### config.mk
export PLATFORM = sky130hd
export DESIGN_NAME = if_fetch_queue
export DESIGN_NICKNAME = d
export VERILOG_FILES = /design/src/rtl/if_fetch_queue.sv
export SDC_FILE = /design/constraint.sdc
export NUM_CORES = 1
export LEC_CHECK = 0
export CAP_MARGIN = 10
export CORE_ASPECT_RATIO = 0.75
export CORE_MARGIN = 4
export CORE_UTILIZATION = 59
export DETAILED_ROUTE_END_ITERATION = 10
export GPL_ROUTABILITY_DRIVEN = 1
export PLACE_DENSITY = 0.85
export SLEW_MARGIN = 20
export SYNTH_ARGS = -nofsm -noshare
export SYNTH_HDL_FRONTEND = slang
export SYNTH_SLANG_ARGS = --single-unit
### constraint.sdc
create_clock -name clk -period 3 [get_ports clk]
set_input_delay 0.45 -clock clk [delete_from_list [all_inputs] [get_ports clk]]
set_output_delay 0.45 -clock clk [all_outputs]
set_load 0.05 [all_outputs]
### src/rtl/if_fetch_queue.sv
// Instruction-fetch stage: PC register, one imem read per cycle, prefetch queue to decode.
// Latency: 2 cycles from issue (or reset release) to out_valid; redirect to out_valid is 3 cycles.
// Backpressure: out_ready low fills the queue, then issue stops once count + inflight reaches depth.
//
// Ports:
//   clk, rst            clock; synchronous active-low reset (beats redirect)
//   fetch_en            allow new reads; an in-flight read always completes
//   redirect_valid/_pc  one-cycle pulse: load new PC, flush queue, drop in-flight word
//   imem_rd_en/addr     read strobe and address (address = fetch PC at all times)
//   imem_data           read data, valid the cycle after imem_rd_en
//   out_valid/ready     valid/ready handshake to decode
//   out_instr/out_pc    head entry (zero when empty)
//   queue_count         entries currently buffered

// Small generic synchronous FIFO with flush; head is shown combinationally.
// Latency: a pushed word is visible at the head the cycle after the push.
// Backpressure: none internally; the producer must never push when full.
module if_fetch_queue_fifo #(
  parameter int WIDTH = 8,
  parameter int DEPTH = 4
) (
  input  logic                     clk,
  input  logic                     rst,
  input  logic                     flush,
  input  logic                     push_vld,
  input  logic [WIDTH-1:0]         push_dat,
  input  logic                     pop_rdy,
  output logic                     head_vld,
  output logic [WIDTH-1:0]         head_dat,
  output logic [$clog2(DEPTH):0]   count
);

  localparam int PW = $clog2(DEPTH);
  localparam int CW = PW + 1;

  logic [WIDTH-1:0] mem [DEPTH];
  logic [PW-1:0]    rd_ptr;
  logic [PW-1:0]    wr_ptr;
  logic             do_push;
  logic             do_pop;

  assign head_vld = (count != '0);
  assign head_dat = mem[rd_ptr];
  assign do_push  = push_vld;
  assign do_pop   = pop_rdy & head_vld;

  // Depth is a power of two, so the pointers wrap by natural overflow.
  always_ff @(posedge clk) begin
    if (!rst || flush) begin
      rd_ptr <= '0;
      wr_ptr <= '0;
      count  <= '0;
    end else begin
      if (do_push) wr_ptr <= wr_ptr + PW'(1);
      if (do_pop)  rd_ptr <= rd_ptr + PW'(1);
      case ({do_push, do_pop})
        2'b10:   count <= count + CW'(1);
        2'b01:   count <= count - CW'(1);
        default: count <= count;
      endcase
    end
  end

  // Storage needs no reset; entries are only observed while counted.
  always_ff @(posedge clk) begin
    if (rst && !flush && do_push) mem[wr_ptr] <= push_dat;
  end

endmodule

// Instruction-fetch stage top.
// Latency: issue at cycle n, word enters queue at end of n+1, visible at n+2.
// Backpressure: issue is credit-limited by count + inflight against QUEUE_DEPTH.
module if_fetch_queue #(
  parameter int          ADDR_WIDTH  = 20,
  parameter int          INSTR_WIDTH = 16,
  parameter int unsigned RESET_PC    = 'h20,
  parameter int          QUEUE_DEPTH = 4
) (
  input  logic                          clk,
  input  logic                          rst,
  input  logic                          fetch_en,
  input  logic                          redirect_valid,
  input  logic [ADDR_WIDTH-1:0]         redirect_pc,
  output logic                          imem_rd_en,
  output logic [ADDR_WIDTH-1:0]         imem_addr,
  input  logic [INSTR_WIDTH-1:0]        imem_data,
  output logic                          out_valid,
  input  logic                          out_ready,
  output logic [INSTR_WIDTH-1:0]        out_instr,
  output logic [ADDR_WIDTH-1:0]         out_pc,
  output logic [$clog2(QUEUE_DEPTH):0]  queue_count
);

  localparam int                  CW     = $clog2(QUEUE_DEPTH) + 1;
  localparam logic [ADDR_WIDTH-1:0] RST_PC = ADDR_WIDTH'(RESET_PC);
  localparam logic [CW:0]         DEPTH_LIM = (CW+1)'(QUEUE_DEPTH);

  typedef struct packed {
    logic [INSTR_WIDTH-1:0] instr;
    logic [ADDR_WIDTH-1:0]  pc;
  } entry_t;

  logic [ADDR_WIDTH-1:0] fetch_pc;
  logic [ADDR_WIDTH-1:0] inflight_pc;
  logic                  inflight;
  logic                  issue;
  logic [CW:0]           occupancy;

  entry_t                push_ent;
  entry_t                head_ent;
  logic                  push_vld;
  logic                  pop_rdy;
  logic                  head_vld;
  logic [CW-1:0]         count;

  // A slot is reserved for the in-flight word, so a return can never find the
  // queue full. A pop this cycle does not free a credit until the next cycle.
  assign occupancy  = {1'b0, count} + {{CW{1'b0}}, inflight};
  assign issue      = rst & fetch_en & ~redirect_valid & (occupancy < DEPTH_LIM);
  assign imem_rd_en = issue;
  assign imem_addr  = fetch_pc;

  // The word returning on a redirect cycle belongs to the old stream.
  assign push_vld       = inflight & ~redirect_valid;
  assign push_ent.instr = imem_data;
  assign push_ent.pc    = inflight_pc;
  assign pop_rdy        = out_ready & ~redirect_valid;

  if_fetch_queue_fifo #(
    .WIDTH ($bits(entry_t)),
    .DEPTH (QUEUE_DEPTH)
  ) u_queue (
    .clk      (clk),
    .rst      (rst),
    .flush    (redirect_valid),
    .push_vld (push_vld),
    .push_dat (push_ent),
    .pop_rdy  (pop_rdy),
    .head_vld (head_vld),
    .head_dat (head_ent),
    .count    (count)
  );

  always_ff @(posedge clk) begin
    if (!rst) begin
      fetch_pc    <= RST_PC;
      inflight_pc <= RST_PC;
      inflight    <= 1'b0;
    end else if (redirect_valid) begin
      fetch_pc    <= redirect_pc;
      inflight    <= 1'b0;
    end else if (issue) begin
      inflight_pc <= fetch_pc;
      inflight    <= 1'b1;
      fetch_pc    <= fetch_pc + ADDR_WIDTH'(1);
    end else begin
      inflight    <= 1'b0;
    end
  end

  assign out_valid   = head_vld;
  assign out_instr   = head_vld ? head_ent.instr : '0;
  assign out_pc      = head_vld ? head_ent.pc    : '0;
  assign queue_count = count;

endmodule

# After elaboration in Yosys (flattened, before gate mapping)
# Memories as Yosys holds them, arrays and structs flattened. A register that Yosys moved wholly into a read port is not among the register bits.
# Index checks and enable logic that the tools add are counted.
dict set report word_totals {
  regBits 48
  mem_bits_rw 144
  in_bits 41
  output_inout_bits 61
  word_cells 44
  mem_count 1
}
# memory depth word_bits rd rd_clocked_by_memory_dff write_ports line_no
set memory_table {}
lappend memory_table {u_queue.mem 4 36 1 1 1 36} ;# logic [WIDTH-1:0] mem [DEPTH];
dict set report op_classes {
  addsub 6
  order_cmp 1
  eq_ne 2
  muxes 10
  n_bitwise 8
  n_reduce_logical 10
}
# op n
set ops {}
lappend ops {{20-bit 2-to-1 mux} 3}
lappend ops {{20-bit by 1-bit adder with 20-bit output, second input constant} 1}
lappend ops {{16-bit 2-to-1 mux} 1}
lappend ops {{1-bit AND} 6}
lappend ops {{3-bit case mux with 2 select lines} 1}
lappend ops {{2-bit by 1-bit adder with 2-bit output, second input constant} 2}
lappend ops {{3-bit by 1-bit adder with 4-bit output} 1}
lappend ops {{4-bit by 3-bit less-than comparator with 1-bit output, second input constant} 1}
lappend ops {{2-bit 2-to-1 mux} 2}
lappend ops {{2-bit nonzero test} 2}
lappend ops {{3-bit by 1-bit adder with 3-bit output, second input constant} 1}
lappend ops {{1-bit 2-to-1 mux} 3}
lappend ops {{3-bit nonzero test} 1}
lappend ops {{3-bit by 1-bit subtractor with 3-bit output, second input constant} 1}
lappend ops {{2-bit by 1-bit == test with 1-bit output, second input constant} 1}
lappend ops {{2-bit == test, second input constant} 1}
lappend ops {{1-bit logical AND} 2}
lappend ops {{1-bit zero test} 2}
lappend ops {{1-bit inverter} 2}
lappend ops {{2-bit AND reduction} 1}
lappend ops {{2-bit OR reduction} 1}
lappend ops {{1-bit logical OR} 1}

# Logic depth before layout (Yosys ltp)
dict set report logic_depth {
  depth_word 5
  ltp_mapped 10
  ltp_nobuf 8
}

# By module
# From an unflattened synthesis, not the netlist that was laid out.
dict set report unflattened {
  hier_cells 524
  area_unflattened_um2 7810.0
}
# module instances cells_per_inst area_per_inst_um2 seq_area_each_um2
set modules_own_cells {}
lappend modules_own_cells {if_fetch_queue_fifo 1 237 5704.2 4504.3}
lappend modules_own_cells {if_fetch_queue 1 287 2105.8 820.8}

# Worst setup path before layout
# OpenSTA, ideal clock, no wires.
dict set report synth_path {
  path_type {register to output}
  startpoint {reg u_queue.count[0]}
  endpoint {out out_instr[10]}
  arrival_ps 2018
  required_ps 2550
  path_slack_ps 532
  stages_incl_launch_ff 5
  path_buffers 2
  cell_sequence {dfxtp_1 > nor3_1 > clkbuf_1 > clkbuf_1 > nor2b_1}
}
dict set report synth_between {
  elab_chain_cells 2
}
# element line_no
set synth_rtl {}
lappend synth_rtl {{start: declaration} 30} ;# output logic [$clog2(DEPTH):0] count
lappend synth_rtl {{start signal: assignment} 57} ;# 2'b10: count <= count + CW'(1);
lappend synth_rtl {{start signal: assignment} 58} ;# 2'b01: count <= count - CW'(1);
lappend synth_rtl {{start signal: assignment} 59} ;# default: count <= count;
lappend synth_rtl {{3-bit nonzero test} 42} ;# assign head_vld = (count != '0);
lappend synth_rtl {{16-bit 2-to-1 mux} 163} ;# assign out_instr = head_vld ? head_ent.instr : '0;
lappend synth_rtl {{end: declaration} 90} ;# output logic [INSTR_WIDTH-1:0] out_instr,
# No other way between the ends.

==> impl_metrics.ini <==
[synth]
synth_area_leaders = edfxtp_1, dfxtp_1, mux4_2, nor2b_1, nand2_1
synth-main-ff-cell = edfxtp_1
syn-cell-area_um2 = 7830
netlist_instances = 512
synth_edf_count = 144
synth_fp_nets = 560
postSynthAreaPerCell_um2 = 15.3
netlist.area_leader.share_pct = 55.2
yosys.cell_types.count = 46
synth_top_area_cell = edfxtp_1
yosys_warnings = 0
synthArstFlopShare_pct = 0
seq_area_frac_synth_pct = 68.0
synth_seq_cells = 194

[worst_setup_path]
crit_path_start_kind = flip-flop
crit_cells = 4
crit_fanout = 36
critPathCaptureType = output pin
worstPathArrival_ns = 2.45
critical-path-max-stage-delay_ns = 0.70
r2r-start = u_queue.count[0]
critical_path_class = flip-flop to output pin
crit_chain = buf_12 -> mux4_2 -> nor2b_1 -> clkdlybuf4s50_1
required_ns = 2.55
rr_worst_depth = 9
cpMaxStageDelayCell = clkdlybuf4s50_1
path_delay_family = buffers and inverters
critPathBufInv = 2

[sta]
setup_viol = 0
setup_ws_ns = 0.0967
drv_slew = 0
clock.fmax_ghz = 0.344
worstMarginPinSlew_ns = 0.563
rsz0062_at_grt = false
slew_headroom_pct = 62.4
clock_skew_ns = 0.00809
finalHoldViolCount = 0
finalCritPeriodShare_pct = 96.8
fin_crit_ns = 2.90
setup_tns_ns = 0

[die]
die_h_um = 108
io_pins = 102
start_util_pct = 60.3
rows = 36
die_x_um = 141
core_area_um2 = 13000
die-area_um2 = 15200

[place]
port-buffer-count = 101
hpwl_mm = 10.6
gp_congestion = 0.904
pre_cts_ws_ns = 0.296

[detailed_routing]
dr.first_iter.drc_count = 563
routedWlPerCell_um = 22.2
vias = 4916
drtAntennaViolNets = 0
viasPerCell = 6.14
drt_pass1_iterations = 5
drc = 0
drt_wl_total_mm = 17.7

[power]
p_seq_share_pct = 51.3
ir_worst_vdd_uv = 455
p_clk_share_pct = 43.5
leakagePower_nw = 3.35
power_frac_comb_pct = 5.1
power_density_nw_per_um2 = 587
sw_frac_of_total_pct = 20.6
switchingPower_w = 0.00118
intPower_w = 0.00455
design_power_total_w = 0.00573

[global_route]
track_usage_pct = 24.6
grtUsageMet1_pct = 34.2
use_met3_pct = 5.73
grt_max_degree = 40
grt_overflow_total = 0
grt_most_used_layer = met2
first_global_vias = 4899
grt_antenna_before_repair = 0
grt_first_pass_wirelength_mm = 28.1
grt.met2_usage_pct = 40.3

[final_layout]
area_delta_synth_final_pct = 24.6
drive_gt1_share_pct = 17.8
antenna_cells = 0
final.fill_count = 712
final_core_util_pct = 75.2
final_common_cell = edfxtp_1
layout_common_cells = edfxtp_1, clkdlybuf4s50_1, nand2_1
nets = 665

[min_path]
hp-start = inflight_pc[11]
min_delay_path_depth = 2
hp-class = flip-flop to flip-flop

[clock_tree]
clockBufferDepth = 2
clock_sink_count = 194
clk_pin_slew_worst_paths_ns = 0.06
htreeDepth = 4
clock_tree.root_cell = clkbuf_16
cts_tree = built
cts_buffers = 17
insertion_delay_ns = 0.42

[flow_run]
max_cap_viol_count = 0

[status]
status = finished clean
-- sequential cells by signal, summed over array words and instances, names as in the netlist, named ones only --
register,cells
u_queue.mem,144
imem_addr,20
inflight_pc,20
u_queue.count,3
u_queue.rd_ptr,2
u_queue.wr_ptr,2
inflight,1
-- worst register-to-register path, cell delays in order, from the launching register on --
cell	delay, ns
dfxtp_1	0.48
nor3_2	0.11
buf_12	0.19
nor3b_1	0.34
ha_1	0.27
inv_1	0.06
fa_1	0.37
xor2_1	0.16
or3_1	0.31
a21oi_1	0.18
-- cells by family after synthesis --
logic type	Yosys count	share of synthesized area, %
compound gates	57	4.78
flops	194	68.0
mux	37	10.5
xor+xnor	8	0.895
simple gates	167	12.0
buf+inv	42	2.65
fa+ha+maj	7	1.21
-- routing by layer --
layer | wire length (µm) | vias up
met1 | 7150 | 2435
met3 | 1610 | 27
met5 | 0 | -
li1 | - | 2177
met4 | 259 | 0
met2 | 8730 | 277
-- layout make-up --
type / instances / area (µm²) / share of cell area (%)
Clock buffer: 21 / 460 / 4.72
Clock inverter: 11 / 200 / 2.05
Inverter: 13 / 48.8 / 0.500
Multi-Input combinational cell: 276 / 2310 / 23.6
Sequential cell: 194 / 5330 / 54.6
Tap cell: 171 / 214 / 2.19
Timing Repair Buffer: 115 / 1200 / 12.3
-- cell usage after synthesis (2+ instances only) --
cell,n
ha_1,6
clkbuf_1,14
buf_2,10
and4_1,2
nor2_1,13
edfxtp_1,144
or4_1,10
xnor2_1,4
xor2_1,4
buf_4,2
o31ai_1,3
mux4_2,36
nand2_1,56
nand3_1,18
o311ai_0,10
clkbuf_8,3
nand4_1,4
nand3_4,2
a211oi_1,2
a31oi_1,7
dfxtp_1,50
or3_1,5
o21ai_0,5
nor2b_1,38
a311oi_1,4
and3_1,7
inv_1,13
a21oi_1,22
-- power groups by stage --
stage	clock, W	sequential (W)	combinational [W]
after floorplan	0	0.00304	0.000104
after global placement	0	0.00299	0.000282
after detailed placement	0	0.00300	0.000289
after CTS	0.00252	0.00294	0.000292
after global routing	0.00264	0.00294	0.000312
final	0.00249	0.00294	0.000293
-- worst paths after layout --
kind	to	slack (ns)
worst max-delay path	out_instr[7]	0.1
worst min-delay path	inflight_pc[11]	0.52
worst max register to register	u_queue.count[2]	0.46
worst min register to register	inflight_pc[11]	0.52
-- metrics by stage --
step	instance area [µm²]	cells	hold WS, ns
finish	9760	801	0.518
global route	9760	801	0.528
CTS	9730	801	0.514
detailed placement	9070	769	0.495
global placement	9070	769	0.481
floorplan	7830	512	0.460
-- timing repair --
| action | in CTS | in global routing |
|---|---|---|
| endpoints found under the setup margin | 0 | 10 |
| gates resized for setup | 0 | 10 |
| setup buffers | 0 | 0 |
| hold buffers | 0 | 0 |
No activity file was read; power rests on OpenSTA's default activity.
